$ cat src/rtl/pipe_latch_if.sv
// Handshake/bus bundle for pipe_latch: advance qualifiers, flush, in/out payload, statistics.
// Latency: none, wires only.
// Backpressure: in_ready is driven by the latch; out_ready is driven by the consumer.
interface pipe_latch_if #(
    parameter int DATA_W = 32,
    parameter int DEPTH  = 1
);
    localparam int CNT_W = $clog2(DEPTH + 1);

    logic              en;
    logic              stall;
    logic [DEPTH-1:0]  flush_mask;
    logic              in_valid;
    logic [DATA_W-1:0] in_data;
    logic              in_ready;
    logic              out_valid;
    logic [DATA_W-1:0] out_data;
    logic              out_ready;
    logic [CNT_W-1:0]  occupancy;
    logic [31:0]       stall_cnt;
    logic [31:0]       flush_cnt;

    // Producer/consumer side of the latch
    modport master (
        output en, stall, flush_mask, in_valid, in_data, out_ready,
        input  in_ready, out_valid, out_data, occupancy, stall_cnt, flush_cnt
    );

    // Latch side
    modport slave (
        input  en, stall, flush_mask, in_valid, in_data, out_ready,
        output in_ready, out_valid, out_data, occupancy, stall_cnt, flush_cnt
    );
endinterface

$ cat src/rtl/pipe_latch.sv
// Pipeline latch: DEPTH valid/data stages with global freeze, per-stage kill and statistics.
// Latency: DEPTH cycles from in_* to out_* while advancing; bubbles are kept, never collapsed.
// Backpressure: whole pipe advances only when en & !stall & (out_ready | !out_valid); in_ready mirrors that.
// Optional statistics counters are built when PIPE_LATCH_STATS_EN is defined; otherwise they read 0.
module pipe_latch #(
    parameter int DATA_W       = 32,
    parameter int DEPTH        = 1,
    parameter int ZERO_ON_KILL = 1
) (
    input  logic         CLK,
    input  logic         nRST,
    pipe_latch_if.slave  bus
);
    localparam int CNT_W = $clog2(DEPTH + 1);

    logic [DEPTH-1:0]  r_vld;
    logic [DATA_W-1:0] r_dat [DEPTH];
    logic [CNT_W-1:0]  r_occ;

    logic              w_adv;
    logic [DEPTH-1:0]  w_src_vld;
    logic [DATA_W-1:0] w_src_dat [DEPTH];
    logic [DEPTH-1:0]  w_shf_vld;
    logic [DATA_W-1:0] w_shf_dat [DEPTH];
    logic [DEPTH-1:0]  w_nxt_vld;
    logic [DATA_W-1:0] w_nxt_dat [DEPTH];
    logic [CNT_W-1:0]  w_pop;

    // The whole pipe moves as one; a full output stage that is not consumed blocks everything.
    assign w_adv        = bus.en & ~bus.stall & (bus.out_ready | ~r_vld[DEPTH-1]);
    assign bus.in_ready = w_adv & nRST;

    // Each stage's candidate source: upstream input for stage 0, previous stage otherwise.
    always_comb begin
        w_src_vld = '0;
        for (int i = 0; i < DEPTH; i++) begin
            w_src_dat[i] = '0;
        end
        w_src_vld[0] = bus.in_valid;
        w_src_dat[0] = bus.in_data;
        for (int i = 1; i < DEPTH; i++) begin
            w_src_vld[i] = r_vld[i-1];
            w_src_dat[i] = r_dat[i-1];
        end
    end

    // Shift-or-hold first, then apply the kill mask on top, then count survivors.
    always_comb begin
        w_shf_vld = '0;
        w_nxt_vld = '0;
        w_pop     = '0;
        for (int i = 0; i < DEPTH; i++) begin
            w_shf_vld[i] = w_adv ? w_src_vld[i] : r_vld[i];
            w_shf_dat[i] = w_adv ? w_src_dat[i] : r_dat[i];
            w_nxt_vld[i] = w_shf_vld[i] & ~bus.flush_mask[i];
            w_nxt_dat[i] = (bus.flush_mask[i] && (ZERO_ON_KILL != 0)) ? '0 : w_shf_dat[i];
            w_pop        = w_pop + CNT_W'(w_nxt_vld[i]);
        end
    end

    // Stage registers and occupancy; reset wins over advance and flush.
    always_ff @(posedge CLK) begin
        if (!nRST) begin
            r_vld <= '0;
            r_occ <= '0;
            for (int i = 0; i < DEPTH; i++) begin
                r_dat[i] <= '0;
            end
        end else begin
            r_vld <= w_nxt_vld;
            r_occ <= w_pop;
            for (int i = 0; i < DEPTH; i++) begin
                r_dat[i] <= w_nxt_dat[i];
            end
        end
    end

    assign bus.out_valid = r_vld[DEPTH-1];
    assign bus.out_data  = r_dat[DEPTH-1];
    assign bus.occupancy = r_occ;

`ifdef PIPE_LATCH_STATS_EN
    logic [31:0] r_stall_cnt;
    logic [31:0] r_flush_cnt;
    logic [31:0] w_kill_num;

    // Number of live entries destroyed by the kill mask this cycle.
    always_comb begin
        w_kill_num = '0;
        for (int i = 0; i < DEPTH; i++) begin
            w_kill_num = w_kill_num + 32'(w_shf_vld[i] & bus.flush_mask[i]);
        end
    end

    // Free-running statistics, wrapping naturally at 2^32.
    always_ff @(posedge CLK) begin
        if (!nRST) begin
            r_stall_cnt <= '0;
            r_flush_cnt <= '0;
        end else begin
            if (bus.stall | ~bus.en) begin
                r_stall_cnt <= r_stall_cnt + 32'd1;
            end
            r_flush_cnt <= r_flush_cnt + w_kill_num;
        end
    end

    assign bus.stall_cnt = r_stall_cnt;
    assign bus.flush_cnt = r_flush_cnt;
`else
    assign bus.stall_cnt = '0;
    assign bus.flush_cnt = '0;
`endif
endmodule

$ cat src/flat_wrapper.sv
// flat-port wrapper written by rule: the top's interface ports become plain ports
module pipe_latch_flat 
#(
    parameter int DATA_W       = 32,
    parameter int DEPTH        = 1,
    parameter int ZERO_ON_KILL = 1
)
  (CLK, nRST, bus_en, bus_stall, bus_flush_mask, bus_in_valid, bus_in_data, bus_out_ready, bus_in_ready, bus_out_valid, bus_out_data, bus_occupancy, bus_stall_cnt, bus_flush_cnt);
  pipe_latch_if #(.DATA_W(DATA_W), .DEPTH(DEPTH)) bus_i ();
  input  logic CLK;
  input  logic nRST;
  input wire logic [$bits(bus_i.en)-1:0] bus_en;
  input wire logic [$bits(bus_i.stall)-1:0] bus_stall;
  input wire logic [$bits(bus_i.flush_mask)-1:0] bus_flush_mask;
  input wire logic [$bits(bus_i.in_valid)-1:0] bus_in_valid;
  input wire logic [$bits(bus_i.in_data)-1:0] bus_in_data;
  input wire logic [$bits(bus_i.out_ready)-1:0] bus_out_ready;
  output wire logic [$bits(bus_i.in_ready)-1:0] bus_in_ready;
  output wire logic [$bits(bus_i.out_valid)-1:0] bus_out_valid;
  output wire logic [$bits(bus_i.out_data)-1:0] bus_out_data;
  output wire logic [$bits(bus_i.occupancy)-1:0] bus_occupancy;
  output wire logic [$bits(bus_i.stall_cnt)-1:0] bus_stall_cnt;
  output wire logic [$bits(bus_i.flush_cnt)-1:0] bus_flush_cnt;
  assign bus_i.en = bus_en;
  assign bus_i.stall = bus_stall;
  assign bus_i.flush_mask = bus_flush_mask;
  assign bus_i.in_valid = bus_in_valid;
  assign bus_i.in_data = bus_in_data;
  assign bus_i.out_ready = bus_out_ready;
  assign bus_in_ready = bus_i.in_ready;
  assign bus_out_valid = bus_i.out_valid;
  assign bus_out_data = bus_i.out_data;
  assign bus_occupancy = bus_i.occupancy;
  assign bus_stall_cnt = bus_i.stall_cnt;
  assign bus_flush_cnt = bus_i.flush_cnt;
  pipe_latch #(.DATA_W(DATA_W), .DEPTH(DEPTH), .ZERO_ON_KILL(ZERO_ON_KILL)) u_core (.CLK(CLK), .nRST(nRST), .bus(bus_i));
endmodule
$ cat config.mk
export PLATFORM = sky130hd
export DESIGN_NAME = pipe_latch_flat
export DESIGN_NICKNAME = d
export VERILOG_FILES = /design/src/rtl/pipe_latch_if.sv /design/src/rtl/pipe_latch.sv /design/src/flat_wrapper.sv
export SDC_FILE = /design/constraint.sdc
export NUM_CORES = 1
export LEC_CHECK = 0
export CAP_MARGIN = 20
export CORE_MARGIN = 4
export CORE_UTILIZATION = 35
export CTS_CLUSTER_DIAMETER = 30
export CTS_CLUSTER_SIZE = 12
export DETAILED_ROUTE_END_ITERATION = 6
export GPL_TIMING_DRIVEN = 0
export PLACE_DENSITY = 0.88
export SLEW_MARGIN = 25
export SYNTH_ARGS = -nofsm -noshare
export SYNTH_HDL_FRONTEND = slang
export SYNTH_SLANG_ARGS = --single-unit
export TNS_END_PERCENT = 1
$ cat constraint.sdc
create_clock -name CLK -period 1.3 [get_ports CLK]
set_input_delay 0.26 -clock CLK [delete_from_list [all_inputs] [get_ports CLK]]
set_output_delay 0.26 -clock CLK [all_outputs]
set_load 0.05 [all_outputs]
Word-level counts from Yosys, hierarchy flattened
Memories as Yosys holds them, arrays and structs flattened. Index checks and enable logic that the tools add are counted. W data, S select, Z words.

Register bits after elaboration: 1. RAM bits: 32. Input port bits: 39. Output and inout port bits: 99. Word-level logic and storage cells: 18. Memories kept: 1.

Memory list: u_core.r_dat (depth 1, width 32, rd ports 1, clocked after memory_dff 0, write ports 1, RTL line pipe_latch.sv:17) `logic [DATA_W-1:0] r_dat [DEPTH];`.

Multiplexer cells: 7. Bitwise logic cells: 8. Reductions and logical operators: 1.

Operator list (number): $mux W32 (3); $reduce_or A32 Y1 (1); $and A1 B1 Y1 (4); $mux W1 (4); $not A1 Y1 (3); $or A1 B1 Y1 (1).

Depth between registers and ports, before layout
Depth in word-level cells: 6. Depth in mapped cells: 5. Gate-level depth less buffers: 3.

Worst setup path before layout
OpenSTA, ideal clock, no wires.

Kind: register to output. From: reg u_core.r_vld (netlist: u_core.bus.out_valid). To: out bus_in_ready. Arrival time: 1228 ps. Setup slack: -188 ps. Stages on the path, launching flop included: 4. Path buffers: 1. Cell sequence: dfxtp_1 -> nand2b_4 -> buf_6 -> and3_1.

Longest elaborated chain between the ends: 4.

Ends and longest elaborated chain: start, declared (RTL line pipe_latch.sv:16) `logic [DEPTH-1:0] r_vld;`; start signal, assigned (RTL line pipe_latch.sv:70) `r_vld <= w_nxt_vld;`; $not A1 Y1 (RTL line pipe_latch.sv:30) `assign w_adv = bus.en & ~bus.stall & (bus.out_ready | ~r_vld[DEPTH-1]);`; $or A1 B1 Y1 (RTL line pipe_latch.sv:30); $and A1 B1 Y1 (RTL line pipe_latch.sv:30); $and A1 B1 Y1 (RTL line pipe_latch.sv:31) `assign bus.in_ready = w_adv & nRST;`; end, declared (RTL line flat_wrapper.sv:18) `output wire logic [$bits(bus_i.in_ready)-1:0] bus_in_ready;`.

No other way between the ends.

Worst setup path in the final report
Ends and elaborated chain as after synthesis.

==> qor.csv <==
stage,metric,value,unit
logic_synthesis,sequential area share after synthesis,34.1,%
timing,RSZ-0062 raised after global routing,yes,
place,DP HPWL,3.97,mm
logic_synthesis,biggest area consumer among synthesized cells,dfxtp_1,
final_layout,Final #Nets,403,
logic_synthesis,Post-synth top flop,dfxtp_1,
cts,H-tree levels,2,
die,Die Wd,82.4,um
setup_path,Worst Setup End Kind,primary output,
logic_synthesis,Avg Inst Size Synth,8.77,um2
min_path,Min-Delay Path Class,input port to flip-flop,
grt,GRT Resource Usage Total,14.2,%
final_layout,Reg area,664,um2
pwr,Pleak,1.45,nW
logic_synthesis,Mapped Area,0.00194,mm2
place,I/O Buffers,73,
setup_path,Critical Path Source Type,flip-flop,
die,IO Pins,138,
logic_synthesis,fraction of registers with async set/reset,0,%
logic_synthesis,top cell type's share of synthesized area,34.1,%
drt,DR pass1 iterations,4,
pwr,sw power,1.04,mW
logic_synthesis,cell count after synthesis,221,
drt,metal2 WL,2.57,mm
final_layout,Diodes inserted,0,
logic_synthesis,Ys Warns,0,
logic_synthesis,largest cells by area after synthesis,"dfxtp_1, buf_4, o21ai_2",
pwr,combinational cell fraction of total power,33.8,%
timing,clk_skew,0.00358,ns
pwr,Max VDD drop,0.571,mV
logic_synthesis,"count leader, synth",buf_4,
drt,"antenna viol nets, final",0,
timing,Final WS setup,-0.0405,ns
timing,Fin. Hold Viols,0,
grt,first-pass GRT wire length,7.42,mm
timing,Final TNS setup,-0.0405,ns
grt,GRT overflow,0,
logic_synthesis,register bit total from synthesis,33,
die,row count,26,
drt,vias per std cell,4.15,
status,status,"finished, violations left",
die,core area,0.00524,mm2
final_layout,fillers,488,
cts,clk_lat worst skew,0.28,ns
cts,CTS tree,yes,
final_layout,Layout Area Growth over Synthesis,61.1,%
die,Initial Util,37.0,%
logic_synthesis,Post-synth EDFFs,0,
drt,Via Count,1805,
place,gp weighted congestion,0.656,
drt,met3 WL,550,um
timing,Hold WS,0.438,ns
setup_path,R2R depth,4,
cts,clock slew at reported path FFs,0.07,ns
drt,top routing layer in use,met4,
timing,Final Cycle Share,103,%
final_layout,proportion of layout cells with a drive suffix above 1,44.1,%
cts,CTS root buffer,clkbuf_8,
cts,total clock buffers created by CTS,5,
cts,clock sinks,33,
timing,min cycle time layout,1.34,ns
final_layout,Multi-input gate area,906,um2
drt,DR iter-0 viols,76,
die,die area,0.00679,mm2
drt,DR WL/cell,11.6,um
drt,Routed WL,5.03,mm
setup_path,Crit Path Max Fanout,7,
pwr,Int Power,1.83,mW
pwr,Sequential Power Share,36.3,%
pwr,Sw Ratio,36.2,%
timing,Final Setup Violations,1,
logic_synthesis,Cell variety after synth,17,
status,failing checks,negative setup slack,
timing,f_max,746,MHz
setup_path,Worst Path Required,1.04,ns
cts,hold_buf cts,0,
grt,vias in the first global route,1651,
drt,DRC,0,
pwr,clock network fraction of design power,29.9,%
grt,largest net degree at the start of global routing,11,
timing,Pins Over Slew Limit,0,
setup_path,Worst EP arrival,1.08,ns
logic_synthesis,"top cells by count, synth","buf_4, dfxtp_1, nand2_1",
grt,initial antenna violation count,0,
pwr,power density over the cells,921,mW/mm2
die,die height,82.4,um
cts,CTS max path bufs,2,
setup_path,WS Path Type,flip-flop to primary output,
flow_run,Max-Cap Viols,0,
place,Placement Setup Slack,-0.980,ns
drt,Met1 Routed Length,1.86,mm
min_path,cell depth of the worst hold path,3,
metrics by stage:
step           power [mW]  area, um2  cells  utilization [%]
2_1_floorplan        1.83       2180    284                -
3_3_place_gp         2.03       3000    427             57.2
3_5_place_dp         2.03       3000    427             57.2
4_1_cts              2.89       3150    435             60.2
5_1_grt              3.00       3120    435             59.6
6_report             2.88       3120    435             59.6
state kept, by name, summed over array words and instances, names as in the netlist:
| name | count |
|---|---|
| u_core.bus.out_valid | 1 |
| u_core.r_dat | 32 |
cells by family after synthesis:
group,count (synthesis),share of synthesized area [%]
buffers and inverters,83,31.9
AND/OR/NAND/NOR,71,19.3
AO/OA/AOI/OAI,33,14.5
flip-flops,33,34.1
other,1,0.193
final timing paths:
| kind | from | to | slack, ns |
|---|---|---|---|
| setup reg to reg | u_core.bus.out_valid | u_core.r_dat[0][14] | 0.28 |
| hold / removal | bus_out_ready | u_core.bus.out_valid | 0.44 |
| setup / recovery | u_core.bus.out_valid | bus_in_ready | -0.04 |
| hold reg to reg | u_core.r_dat[0][20] | u_core.r_dat[0][20] | 0.45 |
layout by cell type (no fill, tap or decap):
| cell | count |
|---|---|
| clkdlybuf4s15_2 | 26 |
| dfxtp_4 | 1 |
| a31o_1 | 1 |
| and3_1 | 1 |
| nor2b_4 | 1 |
| clkbuf_2 | 2 |
| nor2b_1 | 1 |
| clkbuf_8 | 7 |
| clkinv_2 | 1 |
| buf_6 | 1 |
| dlygate4sd2_1 | 3 |
| clkdlybuf4s18_2 | 1 |
| nand4_1 | 32 |
| buf_8 | 4 |
| conb_1 | 64 |
| clkdlybuf4s50_1 | 35 |
| and2_4 | 1 |
| nand2b_4 | 1 |
| o21ai_1 | 2 |
| o21ai_2 | 30 |
| and3_4 | 1 |
| buf_2 | 11 |
| nand2_1 | 33 |
| buf_4 | 73 |
| dfxtp_1 | 32 |
routing by layer:
metal | track usage [%] | vias up
met5 | 0 | -
met4 | 3.99 | 0
met3 | 5.42 | 11
met2 | 25.6 | 87
met1 | 15.3 | 792
li1 | - | 915
area by class of cell:
type / count / share of cell area (%)
clock buffers: 7 / 3.08
repair buffers: 74 / 23.7
multi-input cells: 168 / 29.0
well taps: 70 / 2.80
plain buffers: 82 / 20.0
clock inverters: 1 / 0.160
flip-flops and latches: 33 / 21.3
power groups by stage:
stage | Clock [mW] | Sequential, mW | Combinational (mW)
final | 0.859 | 1.04 | 0.972
after CTS | 0.884 | 1.04 | 0.964
after detailed placement | 0 | 1.07 | 0.962
after global placement | 0 | 1.07 | 0.958
after global routing | 0.928 | 1.05 | 1.02
after floorplan | 0 | 1.15 | 0.684
timing repair:
item / in CTS / in global routing
setup endpoints to repair: 48 / 31
buffers inserted: 1 / 0
pin swaps: 1 / 1
resized for setup: 122 / 13
worst max-delay path, stage by stage, from the launching register on:
cell and delay [ns]:
dfxtp_4 0.36, nand2b_4 0.11, and3_4 0.19, buf_8 0.14
Note: power is estimated with default switching activity, not from simulation.
